--- src/rtl/aes_job_scheduler_pkg.sv ---
// aes_sched_pkg: shared state encoding, block width and operand slicing helper for the AES job scheduler.
package aes_sched_pkg;
   localparam int AES_BLK_W = 128;
   typedef enum logic [2:0] {S_INIT, S_IDLE, S_LAUNCH, S_RUN, S_RESP} state_t;
   function automatic int blk_lo(input int i);
      return i * AES_BLK_W;
   endfunction
endpackage

--- src/rtl/aes_job_scheduler_if.sv ---
// aes_job_scheduler_if: requester-side job and response bundle; master = requester fabric, slave = scheduler.
interface aes_job_scheduler_if #(
   parameter int N_REQ = 4,
   parameter int ID_W  = 2
) ();
   logic [N_REQ-1:0]                          req_valid;
   logic [N_REQ-1:0]                          req_ready;
   logic [N_REQ*aes_sched_pkg::AES_BLK_W-1:0] req_plaintext;
   logic [N_REQ*aes_sched_pkg::AES_BLK_W-1:0] req_key;
   logic                                      rsp_valid;
   logic                                      rsp_ready;
   logic [ID_W-1:0]                           rsp_id;
   logic [aes_sched_pkg::AES_BLK_W-1:0]       rsp_data;
   logic                                      rsp_err;
   modport master (
      output req_valid, req_plaintext, req_key, rsp_ready,
      input  req_ready, rsp_valid, rsp_id, rsp_data, rsp_err
   );
   modport slave (
      input  req_valid, req_plaintext, req_key, rsp_ready,
      output req_ready, rsp_valid, rsp_id, rsp_data, rsp_err
   );
endinterface

--- src/rtl/aes_job_scheduler_rr_arbiter.sv ---
// rr_arbiter: picks the first set request at or after ptr, wrapping N_REQ-1 -> 0; one-hot grant plus index.
module rr_arbiter #(
   parameter int N_REQ = 4,
   parameter int ID_W  = 2
) (
   input  logic [N_REQ-1:0] req,
   input  logic [ID_W-1:0]  ptr,
   output logic [N_REQ-1:0] gnt,
   output logic [ID_W-1:0]  idx,
   output logic             vld
);
   logic [ID_W-1:0] j;
   always_comb begin
      gnt = '0;
      idx = '0;
      vld = 1'b0;
      j   = '0;
      for (int k = 0; k < N_REQ; k++) begin
         j = ID_W'((int'(ptr) + k) % N_REQ);
         if (!vld && req[j]) begin
            vld    = 1'b1;
            gnt[j] = 1'b1;
            idx    = j;
         end
      end
   end
endmodule

--- src/rtl/aes_job_scheduler.sv ---
// aes_job_scheduler: round-robin sharing of one iterative AES-128 core among N_REQ requesters.
// Optional run timeout (abort with rsp_err, then re-enter INIT) is enabled by defining AES_SCHED_TIMEOUT_EN.
module aes_job_scheduler
   import aes_sched_pkg::*;
#(
   parameter int N_REQ       = 4,
   parameter int ID_W        = 2,
   parameter int INIT_WAIT   = 12,
   parameter int TIMEOUT_CYC = 32
) (
   input  logic                 clk,
   input  logic                 reset,
   aes_job_scheduler_if.slave   bus,
   output logic                 core_start,
   output logic [AES_BLK_W-1:0] core_plaintext,
   output logic [AES_BLK_W-1:0] core_key,
   input  logic                 core_ready,
   input  logic [AES_BLK_W-1:0] core_cipher_text,
   output logic                 busy
);
   localparam int IW = $clog2(INIT_WAIT + 1);

   if (N_REQ < 2 || N_REQ > 8 || ID_W < $clog2(N_REQ) || INIT_WAIT < 1 || TIMEOUT_CYC < 1) begin : g_bad_cfg
      $error("aes_job_scheduler: unsupported parameter combination");
   end

   state_t           state, state_nx;
   logic [N_REQ-1:0] gnt;
   logic [ID_W-1:0]  gnt_idx, ptr;
   logic             gnt_vld, timeout;
   logic [IW-1:0]    init_cnt;

   rr_arbiter #(.N_REQ(N_REQ), .ID_W(ID_W)) u_arb (
      .req (bus.req_valid),
      .ptr (ptr),
      .gnt (gnt),
      .idx (gnt_idx),
      .vld (gnt_vld)
   );

   always_ff @(posedge clk) state <= reset ? S_INIT : state_nx;

   always_comb begin
      state_nx = state;
      case (state)
         S_INIT:   state_nx = (init_cnt == IW'(INIT_WAIT - 1)) ? S_IDLE : S_INIT;
         S_IDLE:   state_nx = gnt_vld ? S_LAUNCH : S_IDLE;
         S_LAUNCH: state_nx = S_RUN;
         S_RUN:    state_nx = (core_ready || timeout) ? S_RESP : S_RUN;
         S_RESP:   state_nx = !bus.rsp_ready ? S_RESP : bus.rsp_err ? S_INIT : S_IDLE;
         default:  state_nx = S_INIT;
      endcase
   end

   always_comb begin
      core_start    = state == S_LAUNCH;
      busy          = state != S_IDLE;
      bus.rsp_valid = state == S_RESP;
      bus.req_ready = (state == S_IDLE) ? gnt : '0;
   end

   always_ff @(posedge clk) begin
      if (reset) begin
         init_cnt       <= '0;
         ptr            <= '0;
         core_plaintext <= '0;
         core_key       <= '0;
         bus.rsp_id     <= '0;
         bus.rsp_data   <= '0;
      end else begin
         init_cnt <= (state == S_INIT) ? init_cnt + 1'b1 : '0;
         if (state == S_IDLE && gnt_vld) begin
            core_plaintext <= bus.req_plaintext[blk_lo(int'(gnt_idx)) +: AES_BLK_W];
            core_key       <= bus.req_key[blk_lo(int'(gnt_idx)) +: AES_BLK_W];
            bus.rsp_id     <= gnt_idx;
            ptr            <= (gnt_idx == ID_W'(N_REQ - 1)) ? '0 : gnt_idx + 1'b1;
         end
         // core_ready is only meaningful in RUN; late pulses from an abandoned run fall here
         if (state == S_RUN && core_ready) bus.rsp_data <= core_cipher_text;
         else if (timeout) bus.rsp_data <= '0;
      end
   end

`ifdef AES_SCHED_TIMEOUT_EN
   localparam int TW = $clog2(TIMEOUT_CYC + 1);
   logic [TW-1:0] run_cnt;
   logic          err_q;
   always_ff @(posedge clk) begin
      run_cnt <= (reset || state != S_RUN) ? '0 : run_cnt + 1'b1;
      if (reset) err_q <= 1'b0;
      else if (state == S_RUN && (core_ready || timeout)) err_q <= timeout;
   end
   assign timeout     = state == S_RUN && !core_ready && run_cnt == TW'(TIMEOUT_CYC - 1);
   assign bus.rsp_err = err_q;
`else
   assign timeout     = 1'b0;
   assign bus.rsp_err = 1'b0;
`endif
endmodule
--- src/flat_wrapper.sv ---
// flat-port wrapper written by rule: the top's interface ports become plain ports
module aes_job_scheduler_flat import aes_sched_pkg::*;
#(
   parameter int N_REQ       = 4,
   parameter int ID_W        = 2,
   parameter int INIT_WAIT   = 12,
   parameter int TIMEOUT_CYC = 32
)
  (clk, reset, core_start, core_plaintext, core_key, core_ready, core_cipher_text, busy, bus_req_valid, bus_req_plaintext, bus_req_key, bus_rsp_ready, bus_req_ready, bus_rsp_valid, bus_rsp_id, bus_rsp_data, bus_rsp_err);
  aes_job_scheduler_if #(.N_REQ(N_REQ), .ID_W(ID_W)) bus_i ();
  input  logic clk;
  input  logic reset;
  output logic core_start;
  output logic [AES_BLK_W-1:0] core_plaintext;
  output logic [AES_BLK_W-1:0] core_key;
  input  logic core_ready;
  input  logic [AES_BLK_W-1:0] core_cipher_text;
  output logic busy;
  input wire logic [$bits(bus_i.req_valid)-1:0] bus_req_valid;
  input wire logic [$bits(bus_i.req_plaintext)-1:0] bus_req_plaintext;
  input wire logic [$bits(bus_i.req_key)-1:0] bus_req_key;
  input wire logic [$bits(bus_i.rsp_ready)-1:0] bus_rsp_ready;
  output wire logic [$bits(bus_i.req_ready)-1:0] bus_req_ready;
  output wire logic [$bits(bus_i.rsp_valid)-1:0] bus_rsp_valid;
  output wire logic [$bits(bus_i.rsp_id)-1:0] bus_rsp_id;
  output wire logic [$bits(bus_i.rsp_data)-1:0] bus_rsp_data;
  output wire logic [$bits(bus_i.rsp_err)-1:0] bus_rsp_err;
  assign bus_i.req_valid = bus_req_valid;
  assign bus_i.req_plaintext = bus_req_plaintext;
  assign bus_i.req_key = bus_req_key;
  assign bus_i.rsp_ready = bus_rsp_ready;
  assign bus_req_ready = bus_i.req_ready;
  assign bus_rsp_valid = bus_i.rsp_valid;
  assign bus_rsp_id = bus_i.rsp_id;
  assign bus_rsp_data = bus_i.rsp_data;
  assign bus_rsp_err = bus_i.rsp_err;
  aes_job_scheduler #(.N_REQ(N_REQ), .ID_W(ID_W), .INIT_WAIT(INIT_WAIT), .TIMEOUT_CYC(TIMEOUT_CYC)) u_core (.clk(clk), .reset(reset), .bus(bus_i), .core_start(core_start), .core_plaintext(core_plaintext), .core_key(core_key), .core_ready(core_ready), .core_cipher_text(core_cipher_text), .busy(busy));
endmodule
--- config.mk ---
export PLATFORM = sky130hd
export DESIGN_NAME = aes_job_scheduler_flat
export DESIGN_NICKNAME = d
export VERILOG_FILES = /design/src/rtl/aes_job_scheduler_pkg.sv /design/src/rtl/aes_job_scheduler_if.sv /design/src/rtl/aes_job_scheduler_rr_arbiter.sv /design/src/rtl/aes_job_scheduler.sv /design/src/flat_wrapper.sv
export SDC_FILE = /design/constraint.sdc
export NUM_CORES = 1
export LEC_CHECK = 0
export BUFFER_PORTS_ARGS = -buffer_cell sky130_fd_sc_hd__buf_2
export CAP_MARGIN = 10
export CORE_AREA = 2 2 602 604
export CTS_CLUSTER_DIAMETER = 100
export DETAILED_ROUTE_END_ITERATION = 16
export DIE_AREA = 0 0 604 606
export SLEW_MARGIN = 20
export SYNTH_ARGS = -nofsm -noshare
export SYNTH_HDL_FRONTEND = slang
export SYNTH_SLANG_ARGS = --single-unit
export TNS_END_PERCENT = 20
--- constraint.sdc ---
create_clock -name clk -period 4.3 [get_ports clk]
set_clock_uncertainty 0.1 [all_clocks]
set_input_delay 0.86 -clock clk [delete_from_list [all_inputs] [get_ports clk]]
set_output_delay 0.86 -clock clk [all_outputs]
set_load 0.05 [all_outputs]
* Word level (Yosys, flattened, before mapping)
Index checks and enable logic that the tools add are counted.
W data, S select, Z words.
** Storage, ports and cells
- Register bits :: 395
- Input port bits :: 1160
- Output and inout port bits :: 394
- Logic and storage cells :: 82
** Operators by class
- $add $sub $neg :: 5
- Order comparisons :: 8
- Eq/ne operators :: 7
- Shifts and indexed selects :: 2
- Multiplexer cells :: 35
- Bitwise gates (word level) :: 4
- Reduce and logical (&&, ||, !) cells :: 14
** Operators with widths (count)
- $shiftx A512 B10 Y128 :: 2
- $mux W4 :: 5
- $pmux W3 S5 :: 1
- $mux W1 :: 13
- $lt A2 B3 Y1 const B :: 4
- $mux W2 :: 6
- $or A4 B4 Y4 :: 3
- $logic_and A1 B1 Y1 :: 9
- $bmux W1 S2 :: 4
- $demux W1 S2 :: 4
- $ge A2 B1 Y1 const B :: 4
- $eq A3 B2 Y1 const B :: 2
- $mux W3 :: 2
- $add A2 B1 Y2 const B :: 2
- $add A2 B2 Y2 const B :: 2
- $add A4 B1 Y4 const B :: 1
- $eq A4 B4 Y1 const B :: 1
- $eq A3 B1 Y1 const B :: 1
- $eq A3 B3 Y1 const B :: 1
- $logic_not A1 Y1 :: 3
- $logic_not A3 Y1 :: 1
- $ne A3 B1 Y1 const B :: 1
- $eq A2 B2 Y1 const B :: 1
- $reduce_or A2 Y1 :: 1
- $not A1 Y1 :: 1

* Depth between registers and ports, before layout
Gate-level depths: netlist of the first run.
- Word-level depth :: 14
- Depth in mapped cells :: 14
- Depth with buffers taken out :: 8

* Cells and area by module
From an unflattened synthesis of the first run, not the netlist that was laid out.
** Unflattened totals
- Cell total of the unflattened synthesis :: 1544
- Area, all modules :: 19163.4 sq um
** Modules (own cells, without submodules)
- aes_job_scheduler :: instances 1, cells an instance 1499, area an instance 18740.5 sq um, seq. area each 7907.6 sq um
- rr_arbiter :: instances 1, cells an instance 45, area an instance 422.9 sq um, seq. area each 0.0 sq um

* Least setup slack after synthesis of the first run
No wires, ideal clock.
- Path kind :: register to output
- From :: register u_core.ptr[0]
- To :: output bus_req_ready[0]
- Data arrival time :: 3.019 ns
- Data required time :: 3.340 ns
- Setup slack :: 0.321 ns
- Cell stages (with the launch flop) :: 12
- Buffers on the path :: 3
- Path through :: dfxtp_1 > buf_2 > buf_2 > inv_1 > ha_1 > clkbuf_1 > mux4_2 > and2b_1 > a22oi_1 > nor2_1 > a221oi_1 > nor2_1
** Between the ends
- Longest elaborated chain between the ends :: 13
** Ends and longest elaborated chain
- start, declared :: line aes_job_scheduler.sv:29 : logic [ID_W-1:0] gnt_idx, ptr;
- start signal, assigned :: line aes_job_scheduler.sv:76 : ptr <= (gnt_idx == ID_W'(N_REQ - 1)) ? '0 : gnt_idx + 1'b1;
- branches (longest 11 deep; another with $lt A2 B3 Y1)
- $mux W4 (*) :: line aes_job_scheduler_rr_arbiter.sv:20 : if (!vld && req[j]) begin
- $mux W4 (*) :: line aes_job_scheduler.sv:59 : bus.req_ready = (state == S_IDLE) ? gnt : '0;
- end, declared :: line flat_wrapper.sv:23 : output wire logic [$bits(bus_i.req_ready)-1:0] bus_req_ready;
Mark *: on every way between the ends. The select of a mux whose other input is x is not followed.

* Worst setup path after layout of the first run
- From :: register u_core.ptr[1]
- To :: output bus_req_ready[2]
The elaborated chain is that of the path after synthesis.

==> results of run 1 <==
synth_stat cells (2+ instances only):
library cell / number / area share, %
sky130_fd_sc_hd__a211oi_1: 2 / 0.072
sky130_fd_sc_hd__a21oi_1: 286 / 6.8
sky130_fd_sc_hd__a221o_1: 154 / 7.4
sky130_fd_sc_hd__a221oi_1: 77 / 3.2
sky130_fd_sc_hd__a221oi_2: 30 / 2.2
sky130_fd_sc_hd__a22oi_1: 4 / 0.14
sky130_fd_sc_hd__a32oi_1: 2 / 0.084
sky130_fd_sc_hd__buf_1: 30 / 0.54
sky130_fd_sc_hd__buf_2: 25 / 0.60
sky130_fd_sc_hd__buf_4: 5 / 0.18
sky130_fd_sc_hd__buf_6: 21 / 1.1
sky130_fd_sc_hd__clkbuf_1: 172 / 3.1
sky130_fd_sc_hd__dfxtp_1: 395 / 38
sky130_fd_sc_hd__ha_1: 9 / 0.54
sky130_fd_sc_hd__inv_1: 4 / 0.072
sky130_fd_sc_hd__mux2_1: 96 / 5.2
sky130_fd_sc_hd__mux2_2: 58 / 3.1
sky130_fd_sc_hd__mux2i_1: 209 / 10
sky130_fd_sc_hd__mux4_2: 2 / 0.22
sky130_fd_sc_hd__nand2_1: 260 / 4.7
sky130_fd_sc_hd__nand2b_1: 4 / 0.12
sky130_fd_sc_hd__nand3_1: 156 / 3.7
sky130_fd_sc_hd__nand3b_1: 2 / 0.072
sky130_fd_sc_hd__nor2_1: 26 / 0.47
sky130_fd_sc_hd__nor3_1: 5 / 0.12
sky130_fd_sc_hd__nor3b_1: 2 / 0.072
sky130_fd_sc_hd__o21ai_0: 158 / 3.8
sky130_fd_sc_hd__o21bai_1: 102 / 3.7
sky130_fd_sc_hd__or2_2: 2 / 0.060
sky130_fd_sc_hd__xnor2_1: 2 / 0.084
layout make-up:
class                           count  area (µm²)  share of cell area, %
Sequential cell                   395        7910                   21.0
Multi-Input combinational cell   1669       11900                   31.7
Clock inverter                     31         438                   1.16
Tap cell                         4794        6000                   15.9
Timing Repair Buffer             1662        9060                   24.1
Inverter                            4        15.0                 0.0399
Clock buffer                       92        1980                   5.26
Antenna cell                      123         308                  0.818
logic make-up after synthesis:
group	count (synthesis)
adders and majority gates	9
buffers and inverters	257
AOI/OAI and AO/OA	822
and+or+nand+nor	469
DFF	395
xor gates and xnor gates	3
muxes	365
other	1
power by group:
part           internal [mW]  switching (mW)  leakage, nW  total (mW)
clock network           3.76            2.47         1.18        6.23
logic                   1.46            2.81         11.7        4.27
registers               3.84           0.127         3.20        3.97
registers in the layout, indices dropped and copies added, names as in the netlist:
name and cells:
u_core.ptr 2, u_core.state 3, u_core.init_cnt 4, u_core.bus.rsp_data 128, u_core.bus.rsp_id 2, u_core.core_plaintext 128, u_core.core_key 128
metrics by stage:
step | hold slack (ns) | setup slack [ns]
3_5_place_dp | 0.342 | -0.0738
3_3_place_gp | 0.336 | -0.0441
5_1_grt | 0.127 | 0.0256
4_1_cts | 0.0884 | 0.110
2_1_floorplan | 0.318 | 0.321
6_report | 0.171 | 0.224
worst max-delay path, stage by stage, from the launching register on:
cell	delay (ns)
sky130_fd_sc_hd__dfxtp_2	0.40
sky130_fd_sc_hd__inv_1	0.16
sky130_fd_sc_hd__ha_4	0.36
sky130_fd_sc_hd__mux4_2	0.37
sky130_fd_sc_hd__and2b_4	0.35
sky130_fd_sc_hd__a22oi_1	0.08
sky130_fd_sc_hd__nor2_1	0.11
sky130_fd_sc_hd__a221oi_1	0.07
sky130_fd_sc_hd__nor2_1	0.21
sky130_fd_sc_hd__buf_12	0.19
how the worst max path moves through the flow:
| stage | end | from | cells past startpoint | slack [ns] |
|---|---|---|---|---|
| after global routing | bus_req_ready[2] | u_core.ptr[1] | 9 | 0.03 |
| after floorplan | bus_req_ready[0] | u_core.ptr[0] | 11 | 0.32 |
| after CTS | bus_req_ready[0] | u_core.ptr[1] | 9 | 0.11 |
| after global placement | u_core.core_plaintext[3] | bus_req_valid[1] | 11 | -0.04 |
| final | bus_req_ready[2] | u_core.ptr[1] | 9 | 0.22 |
| after detailed placement | u_core.core_plaintext[3] | bus_req_valid[2] | 11 | -0.07 |
timing repair:
item	in CTS	in global routing
pin swaps	0	1
buffers inserted	0	3
resized for setup	8	0
endpoints found under the setup margin	5	1
metal layers:
| metal | routed length [µm] | vias to the layer above | global-route usage [%] |
|---|---|---|---|
| met5 | 704 | - | 0 |
| met4 | 14300 | 110 | 6.67 |
| met3 | 31000 | 644 | 6.74 |
| met2 | 142000 | 1775 | 26.1 |
| met1 | 86900 | 12900 | 13.3 |
| li1 | - | 11900 | - |
==> out/results.tsv, run 1 <==
stage	metric	value	unit
clock_network	cts_tree	yes	
synth	post_synth_fa_ha_maj_area_fraction	0.539	%
clock_network	cts.hold.buffers_added	0	
clock_network	ctsHtreeMaxLevel	3	
floorplan	floorplan.die_area	366000	µm²
grt	grt_pass1_wl	324000	µm
drt	drc_errors	0	
hold_path	min_delay_path_depth	3	
synth	synth_simple_gate_area_share	9.77	%
critical_path	worst-setup-path-type	register to primary output	
timing	timing_max_transition_violations_final	0	
critical_path	regToRegEndpoint	u_core.core_plaintext[3]	
critical_path	crit_path_end_kind	primary output	
critical_path	worst_ep_arrival_time	3.12	ns
grt	largest_net_degree_at_the_start_of_global_routing	159	
drt	drt_wl_total	275000	µm
drt	detailedRoute.firstIterationViolations	2378	
hold_path	timing.hold.worst.start	core_cipher_text[64]	
floorplan	die_w	604	µm
synth	dominantRegCellSynth	sky130_fd_sc_hd__dfxtp_1	
synth	seq_area_frac_synth	37.8	%
finish	area_growth	80.0	%
finish	final_cell_count_no_fill	8770	
synth	syn_area	20900	µm²
synth	synth-seq-cells	395	
drt	dr_total_vias	27300	
clock_network	clockBufferDepth	4	
synth	synth.net_count	3490	
finish	final.fill_count	42000	
synth	syn_inst	2321	
drt	detailedRoute.firstPassIterationCount	5	
synth	synth-async-reset-ratio	0	%
critical_path	worstPathMaxFanout	10	
floorplan	die-height	606	µm
timing	tns	0	ns
grt	via_count_of_the_first_global_routing_pass	25100	
synth	synth_xor_xnor_area_share	0.126	%
timing	max_clock_freq	245	MHz
synth	synthMuxAreaShare	18.5	%
timing	period_needed	4.08	ns
floorplan	top_level_ports	1554	
grt	global_route.usage.total	14.2	%
timing	tightest_slew	1.08	ns
synth	number_of_enable_type_register_cells_in_the_synthesized_netlist	0	
finish	layout.cells.most_common	sky130_fd_sc_hd__buf_2	
critical_path	worstPathRequired	3.34	ns
clock_network	numCtsBuffers	71	
timing	grt_setup_unrepaired	no	
grt	grt_remaining_overflow	0	
hold_path	path_type_of_the_worst_min_delay_path	input pin to register	
timing	relSlewSlack	27.7	%
pwr	max-vdd-ir-drop	0.000245	V
grt	antenna_violations_before_repair	274	
timing	final-setup-viol-count	0	
floorplan	initial_core_util	5.80	%
critical_path	reg2regPathDepth	13	
hold_path	timing.hold.worst_endpoint	u_core.bus.rsp_data[64]	
pwr	cellLeakagePower	16.0	nW
place	quantity_of_i_o_buffers_inserted_on_ports	1552	
clock_network	clock_insertion_delay_worst_skew	0.82	ns
clock_network	clock_input_transition_at_the_sequential_cells_of_the_worst_setup_and_hold_paths	0.06	ns
synth	warnings_synthesis	0	
pwr	powerDensity	384	nW/µm²
finish	finalCoreUtilization	10.4	%
clock_network	clock-root-buffer	sky130_fd_sc_hd__clkbuf_16	
place	dp_hpwl	241000	µm
synth	synthesis.area_per_instance	9.01	µm²
drt	vias_per_cell	3.11	
critical_path	startpoint_type	register	
finish	nNetsFinal	4972	
place	gp_congestion	0.943	
timing	timing_hold_violations_final	0	
synth	synth_cell_type_count	51	
drt	antenna_violating_nets_post_route	0	
run	maxCapViolations	0	
pwr	report.power.total	14.5	mW
critical_path	critical_path.reg2reg.startpoint	u_core.ptr[1]	
place	postPlaceCellArea	34800	µm²
finish	drive_above_1_share	48.9	%
place	placed_cells	8520	
synth	synth_top_family_by_area	compound AO/OA/AOI/OAI gates	
finish	layout_common_cells	sky130_fd_sc_hd__buf_2, sky130_fd_sc_hd__dfxtp_1, sky130_fd_sc_hd__a21oi_1	
synth	synth-compound-area-share	27.6	%
clock_network	tritoncts_num_sinks	395	
timing	timing.final.crit_share	94.8	%
outcome	status	complete, no violations	
drt	wl_per_cell	31.4	µm
floorplan	row_count	221	
finish	post-route-cell-area	37600	µm²
floorplan	core-area	360000	µm²
critical_path	reg2reg_setup_slack	0.37	ns
No activity file was read; power rests on OpenSTA's default activity.
==> run 2, diff against run 1 <==
--- a/config.mk
+++ b/config.mk
@@ -5,12 +5,13 @@
 export SDC_FILE = /design/constraint.sdc
 export NUM_CORES = 1
 export LEC_CHECK = 0
-export BUFFER_PORTS_ARGS = -buffer_cell sky130_fd_sc_hd__buf_2
 export CAP_MARGIN = 10
-export CORE_AREA = 2 2 602 604
+export CORE_AREA = 2 2 606 608
 export CTS_CLUSTER_DIAMETER = 100
 export DETAILED_ROUTE_END_ITERATION = 16
-export DIE_AREA = 0 0 604 606
+export DIE_AREA = 0 0 608 610
+export DONT_BUFFER_PORTS = 1
+export PLACE_DENSITY = 0.3
 export SLEW_MARGIN = 20
 export SYNTH_ARGS = -nofsm -noshare
 export SYNTH_HDL_FRONTEND = slang
==> run 2 against run 1 <==
Net effect: final cell count shrank 18%; register-to-register slack improved by 0.21 ns; first-iteration DRC count decreased by 26%; worst hold slack worse by 0.024 ns; cell area decreased by 23%; utilization down 2.5 points; total power shrank 14%.
==> out/results.tsv, run 2 (synthesized netlist as in run 1, its figures left out) <==
stage	metric	value	unit
critical_path	critical_path.max_stage_delay	0.63	ns
critical_path	worst_ep_arrival_time	3.16	ns
timing	fin_ws	0.179	ns
timing	timing_hold_violations_final	0	
finish	register_area	7920	µm²
clock_network	ctsHtreeMaxLevel	2	
drt	drt_wl_total	233000	µm
drt	drc_errors	0	
place	detailedPlace.worstSlack	0.320	ns
finish	drive_above_1_share	13.9	%
drt	dr_total_vias	20500	
finish	area_growth	39.2	%
clock_network	tritoncts_num_sinks	395	
floorplan	die-height	610	µm
floorplan	top_level_ports	1554	
timing	final-setup-viol-count	0	
outcome	status	complete, no violations	
grt	use_met3	3.66	%
timing	tightest_slew	1.44	ns
drt	antenna_violating_nets_post_route	0	
critical_path	cpMaxStageDelayCell	sky130_fd_sc_hd__mux4_2	
floorplan	core-area	364000	µm²
finish	layout_common_cells	sky130_fd_sc_hd__dfxtp_1, sky130_fd_sc_hd__a21oi_1, sky130_fd_sc_hd__nand2_1	
drt	detailedRoute.firstIterationViolations	1756	
pwr	powerDensity	428	nW/µm²
timing	timing.final.crit_share	95.8	%
grt	global_route.usage.total	12.0	%
critical_path	worst-setup-path-type	register to primary output	
grt	use_met2	22.7	%
place	placed_cells	7006	
drt	detailedRoute.firstPassIterationCount	5	
critical_path	worst-path-buf-inv	2	
floorplan	initial_core_util	5.74	%
critical_path	worstPathRequired	3.34	ns
clock_network	clock-root-buffer	sky130_fd_sc_hd__clkbuf_16	
clock_network	cts_tree	yes	
finish	multi_input_area	11900	µm²
critical_path	crit_path_end_kind	primary output	
floorplan	die_w	608	µm
finish	final_cell_count_no_fill	7162	
finish	final.fill_count	42600	
critical_path	crit_family	simple AND/OR/NAND/NOR gates	
place	dp_hpwl	203000	µm
grt	via_count_of_the_first_global_routing_pass	20200	
pwr	max-vdd-ir-drop	0.000374	V
drt	vias_per_cell	2.87	
floorplan	row_count	222	
grt	grt_pass1_wl	280000	µm
floorplan	floorplan.die_area	371000	µm²
finish	post-route-cell-area	29100	µm²
place	postPlaceCellArea	27100	µm²
timing	max_clock_freq	243	MHz
pwr	report.power.total	12.4	mW
grt	grt_busiest_layer	met2	
finish	nNetsFinal	3420	
place	quantity_of_i_o_buffers_inserted_on_ports	0	
clock_network	clock_insertion_delay_worst_skew	0.74	ns
timing	relSlewSlack	4.33	%
finish	layout.cells.most_common	sky130_fd_sc_hd__dfxtp_1	
grt	antenna_violations_before_repair	144	
clock_network	clock_input_transition_at_the_sequential_cells_of_the_worst_setup_and_hold_paths	0.06	ns
hold_path	path_type_of_the_worst_min_delay_path	input pin to register	
clock_network	numCtsBuffers	59	
timing	grt_setup_unrepaired	no	
place	gp_congestion	0.958	
finish	biggestRegsByFlops	u_core.bus.rsp_data (128), u_core.core_key (128), u_core.core_plaintext (128)	
critical_path	worstPathMaxFanout	19	
critical_path	cells_traversed_along_the_worst_timing_path	buf_4 -> mux4_2 -> and2b_1 -> a22oi_1 -> nor2_1 -> a221oi_1 -> nor2_1 -> buf_4	
clock_network	clockBufferDepth	3	
run	maxCapViolations	0	
grt	grt_remaining_overflow	0	
pwr	cellLeakagePower	9.09	nW
timing	tns	0	ns
timing	period_needed	4.12	ns
grt	largest_net_degree_at_the_start_of_global_routing	242	
grt	use_met1	12.4	%
timing	timing_max_transition_violations_final	0	
critical_path	startpoint_type	register	
drt	wl_per_cell	32.6	µm
## run 2: cell count changes in the layout (fill, tap and decap cells not counted), sizes merged, moves of 5 or more
cell    previous run  this run
buf             1662       122
bufinv             8         3
clkinv             5        13
clkbuf            92        86
inv               18         6
diode            123        51
## run 2: worst paths after layout
| check | start | to | slack, ns | cells past startpoint |
|---|---|---|---|---|
| worst max register to register | u_core.ptr[0] | u_core.core_plaintext[4] | 0.58 | 10 |
| worst min-delay path | core_cipher_text[28] | u_core.bus.rsp_data[28] | 0.15 | 2 |
| worst max-delay path | u_core.ptr[0] | bus_req_ready[0] | 0.18 | 8 |
| worst min register to register | u_core.init_cnt[0] | u_core.init_cnt[0] | 0.35 | 1 |
## run 2: stage by stage
stage	util [%]	hold slack (ns)
2_1_floorplan	-	0.318
3_3_place_gp	7.43	0.332
3_5_place_dp	7.43	0.337
4_1_cts	7.95	0.0277
5_1_grt	7.97	0.0794
6_report	7.99	0.147
## run 2: power breakdown
group	internal, mW	switching, mW
Sequential	3.84	1.02
Combinational	0.966	1.63
Clock	2.83	2.16
## run 2: repair_timing
action	CTS	global route
endpoints found under the setup margin	0	1
setup buffers	0	0
hold buffers	0	0
endpoints found under the hold margin	0	0
gates resized for setup	0	1
## run 2: cell type report
type,count,share of cell area (%)
Antenna cell,51,0.439
Clock buffer,86,5.66
Clock inverter,19,0.868
Inverter,4,0.0516
Multi-Input combinational cell,1669,40.9
Sequential cell,395,27.2
Tap cell,4816,20.7
Timing Repair Buffer,122,4.14
## run 2: metal layers
metal / vias up / wire length, µm / part of all wire, %
li1: 8673 / - / -
met4: 36 / 7880 / 3.4
met2: 1256 / 125000 / 54
met3: 324 / 18100 / 7.8
met1: 10200 / 82000 / 35
met5: - / 239 / 0.10
==> run 3, diff against run 2 <==
==> constraint.sdc (replaced) <==
create_clock -name clk -period 3.6 [get_ports clk]
set_clock_uncertainty 0.1 [all_clocks]
set_input_delay 0.72 -clock clk [delete_from_list [all_inputs] [get_ports clk]]
set_output_delay 0.72 -clock clk [all_outputs]
set_load 0.05 [all_outputs]
==> run 3 against run 2 <==
Net effect: the run now ends with setup timing left; sequential cell count unchanged; die area stayed put; total power is 36% higher; sequential power increased by 21%; clock power grew 48%; via count increased by 6.7%; critical path type unchanged.
==> out/results.tsv, run 3 (synthesized netlist as in run 1, its figures left out) <==
stage	metric	value	unit
grt	grt_busiest_layer	met2	
grt	antenna_violations_before_repair	210	
pwr	clock_power_share	43.8	%
finish	drive_above_1_share	17.4	%
place	gp_congestion	0.932	
hold_path	path_type_of_the_worst_min_delay_path	input pin to register	
critical_path	worst_path_most_repeated_cell	sky130_fd_sc_hd__buf_6	
clock_network	ctsHtreeMaxLevel	3	
critical_path	crit_path_end_kind	primary output	
drt	drc_errors	0	
grt	grt_remaining_overflow	0	
pwr	internal-power	10.5	mW
grt	use_met1	14.4	%
critical_path	worstPathMaxFanout	4	
drt	detailedRoute.firstPassIterationCount	5	
pwr	max-vdd-ir-drop	0.000296	V
timing	tightest_slew	1.25	ns
timing	fin_ws	-0.119	ns
finish	layout.cells.most_common	sky130_fd_sc_hd__dfxtp_1	
drt	drt_wl_total	261000	µm
drt	dr_total_vias	21900	
finish	nNetsFinal	3604	
pwr	p_sw	6.40	mW
timing	timing_hold_violations_final	0	
drt	detailedRoute.firstIterationViolations	1798	
place	dp_hpwl	228000	µm
grt	global_route.usage.total	13.5	%
timing	timing.final.crit_share	103	%
floorplan	initial_core_util	5.74	%
clock_network	clock-root-buffer	sky130_fd_sc_hd__clkbuf_16	
clock_network	clockBufferDepth	4	
critical_path	startpoint_type	register	
floorplan	floorplan.die_area	371000	µm²
outcome	violations_in_the_final_reports	setup timing	
pwr	seq_power_share	34.8	%
timing	grt_setup_unrepaired	yes	
pwr	cellLeakagePower	10.2	nW
place	quantity_of_i_o_buffers_inserted_on_ports	0	
timing	max_clock_freq	269	MHz
floorplan	top_level_ports	1554	
critical_path	cpMaxStageDelayCell	sky130_fd_sc_hd__mux4_2	
grt	use_met2	22.7	%
pwr	gate_power_share	21.4	%
pwr	powerDensity	532	nW/µm²
timing	period_needed	3.72	ns
floorplan	row_count	222	
timing	final-setup-viol-count	7	
floorplan	core-area	364000	µm²
grt	via_count_of_the_first_global_routing_pass	21500	
timing	relSlewSlack	16.6	%
clock_network	clock_insertion_delay_worst_skew	0.79	ns
critical_path	worstPathRequired	2.78	ns
pwr	swShare	37.8	%
critical_path	worst-setup-path-type	register to primary output	
place	detailedPlace.worstSlack	-0.612	ns
floorplan	die-height	610	µm
outcome	status	finished with violations	
drt	vias_per_cell	2.98	
clock_network	clock_input_transition_at_the_sequential_cells_of_the_worst_setup_and_hold_paths	0.06	ns
grt	grt_pass1_wl	312000	µm
finish	area_growth	52.0	%
finish	final.fill_count	42400	
clock_network	cts_tree	yes	
finish	post-route-cell-area	31800	µm²
critical_path	critical_path.max_stage_delay	0.53	ns
floorplan	die_w	608	µm
drt	antenna_violating_nets_post_route	0	
grt	largest_net_degree_at_the_start_of_global_routing	225	
clock_network	tritoncts_num_sinks	395	
timing	timing_max_transition_violations_final	0	
grt	use_met3	7.55	%
clock_network	numCtsBuffers	72	
finish	biggestRegsByFlops	u_core.bus.rsp_data (128), u_core.core_key (128), u_core.core_plaintext (128)	
finish	layout_common_cells	sky130_fd_sc_hd__dfxtp_1, sky130_fd_sc_hd__a21oi_1, sky130_fd_sc_hd__nand2_1	
run	maxCapViolations	0	
critical_path	cells_traversed_along_the_worst_timing_path	buf_6 -> buf_6 -> mux4_2 -> and2b_2 -> buf_6 -> a22oi_2 -> nor2_1 -> a221oi_2 -> nor2_2 -> buf_12	
drt	wl_per_cell	35.5	µm
pwr	report.power.total	16.9	mW
timing	tns	-0.366	ns
critical_path	worst_ep_arrival_time	2.90	ns
place	postPlaceCellArea	27700	µm²
## run 3: timing repair
action / 4_1_cts / 5_1_grt
endpoints found under the setup margin: 13 / 12
resized for setup: 26 / 13
pin swaps: 3 / 4
endpoints found under the hold margin: 124 / 0
buffers inserted: 7 / 0
hold buffers: 127 / 0
## run 3: cell type report
| class | count | area, µm² | area share [%] |
|---|---|---|---|
| antenna | 64 | 160 | 0.504 |
| tap | 4816 | 6030 | 19.0 |
| inverter | 4 | 15.0 | 0.0472 |
| sequential | 395 | 7930 | 25.0 |
| clock inverter | 26 | 372 | 1.17 |
| timing repair buffer | 293 | 3160 | 9.95 |
| multi-input combinational | 1669 | 12100 | 38.0 |
| clock buffer | 96 | 2050 | 6.46 |
## run 3: metrics by stage
| stage | hold slack [ns] | instances | utilization, % |
|---|---|---|---|
| after floorplan | 0.318 | 2321 | - |
| after global placement | 0.340 | 7043 | 7.59 |
| after detailed placement | 0.349 | 7043 | 7.60 |
| after CTS | 0.0000506 | 7299 | 8.66 |
| after global routing | 0.0281 | 7324 | 8.69 |
| final | 0.0898 | 7363 | 8.72 |
## run 3: power groups by stage
stage / Clock, mW / Sequential [mW] / Combinational, mW
floorplan: 0 / 5.50 / 2.01
global placement: 0 / 6.06 / 3.42
detailed placement: 0 / 6.06 / 3.46
CTS: 7.77 / 5.97 / 3.70
global route: 7.86 / 5.96 / 3.87
finish: 7.41 / 5.89 / 3.62
## run 3: critical path: cells and delay by family (launching register included)
family	cells	cell delay, ns
compound gates	2	0.12
buf+inv	4	0.50
flops	1	0.34
mux	1	0.53
simple gates	3	0.62
## run 3: metal layers
layer	wire length (µm)	part of all wire, %
met5	788	0.30
met4	7410	2.8
met3	33700	13
met2	124000	48
met1	95100	36
## run 3: path summary, 6_finish.rpt
kind	start	end	slack (ns)	cells past startpoint
setup / recovery	u_core.ptr[0]	bus_req_ready[3]	-0.12	10
hold / removal	reset	u_core.core_plaintext[78]	0.09	2
setup reg to reg	u_core.ptr[0]	u_core.core_key[115]	-0.03	13
hold reg to reg	u_core.init_cnt[0]	u_core.init_cnt[0]	0.35	1
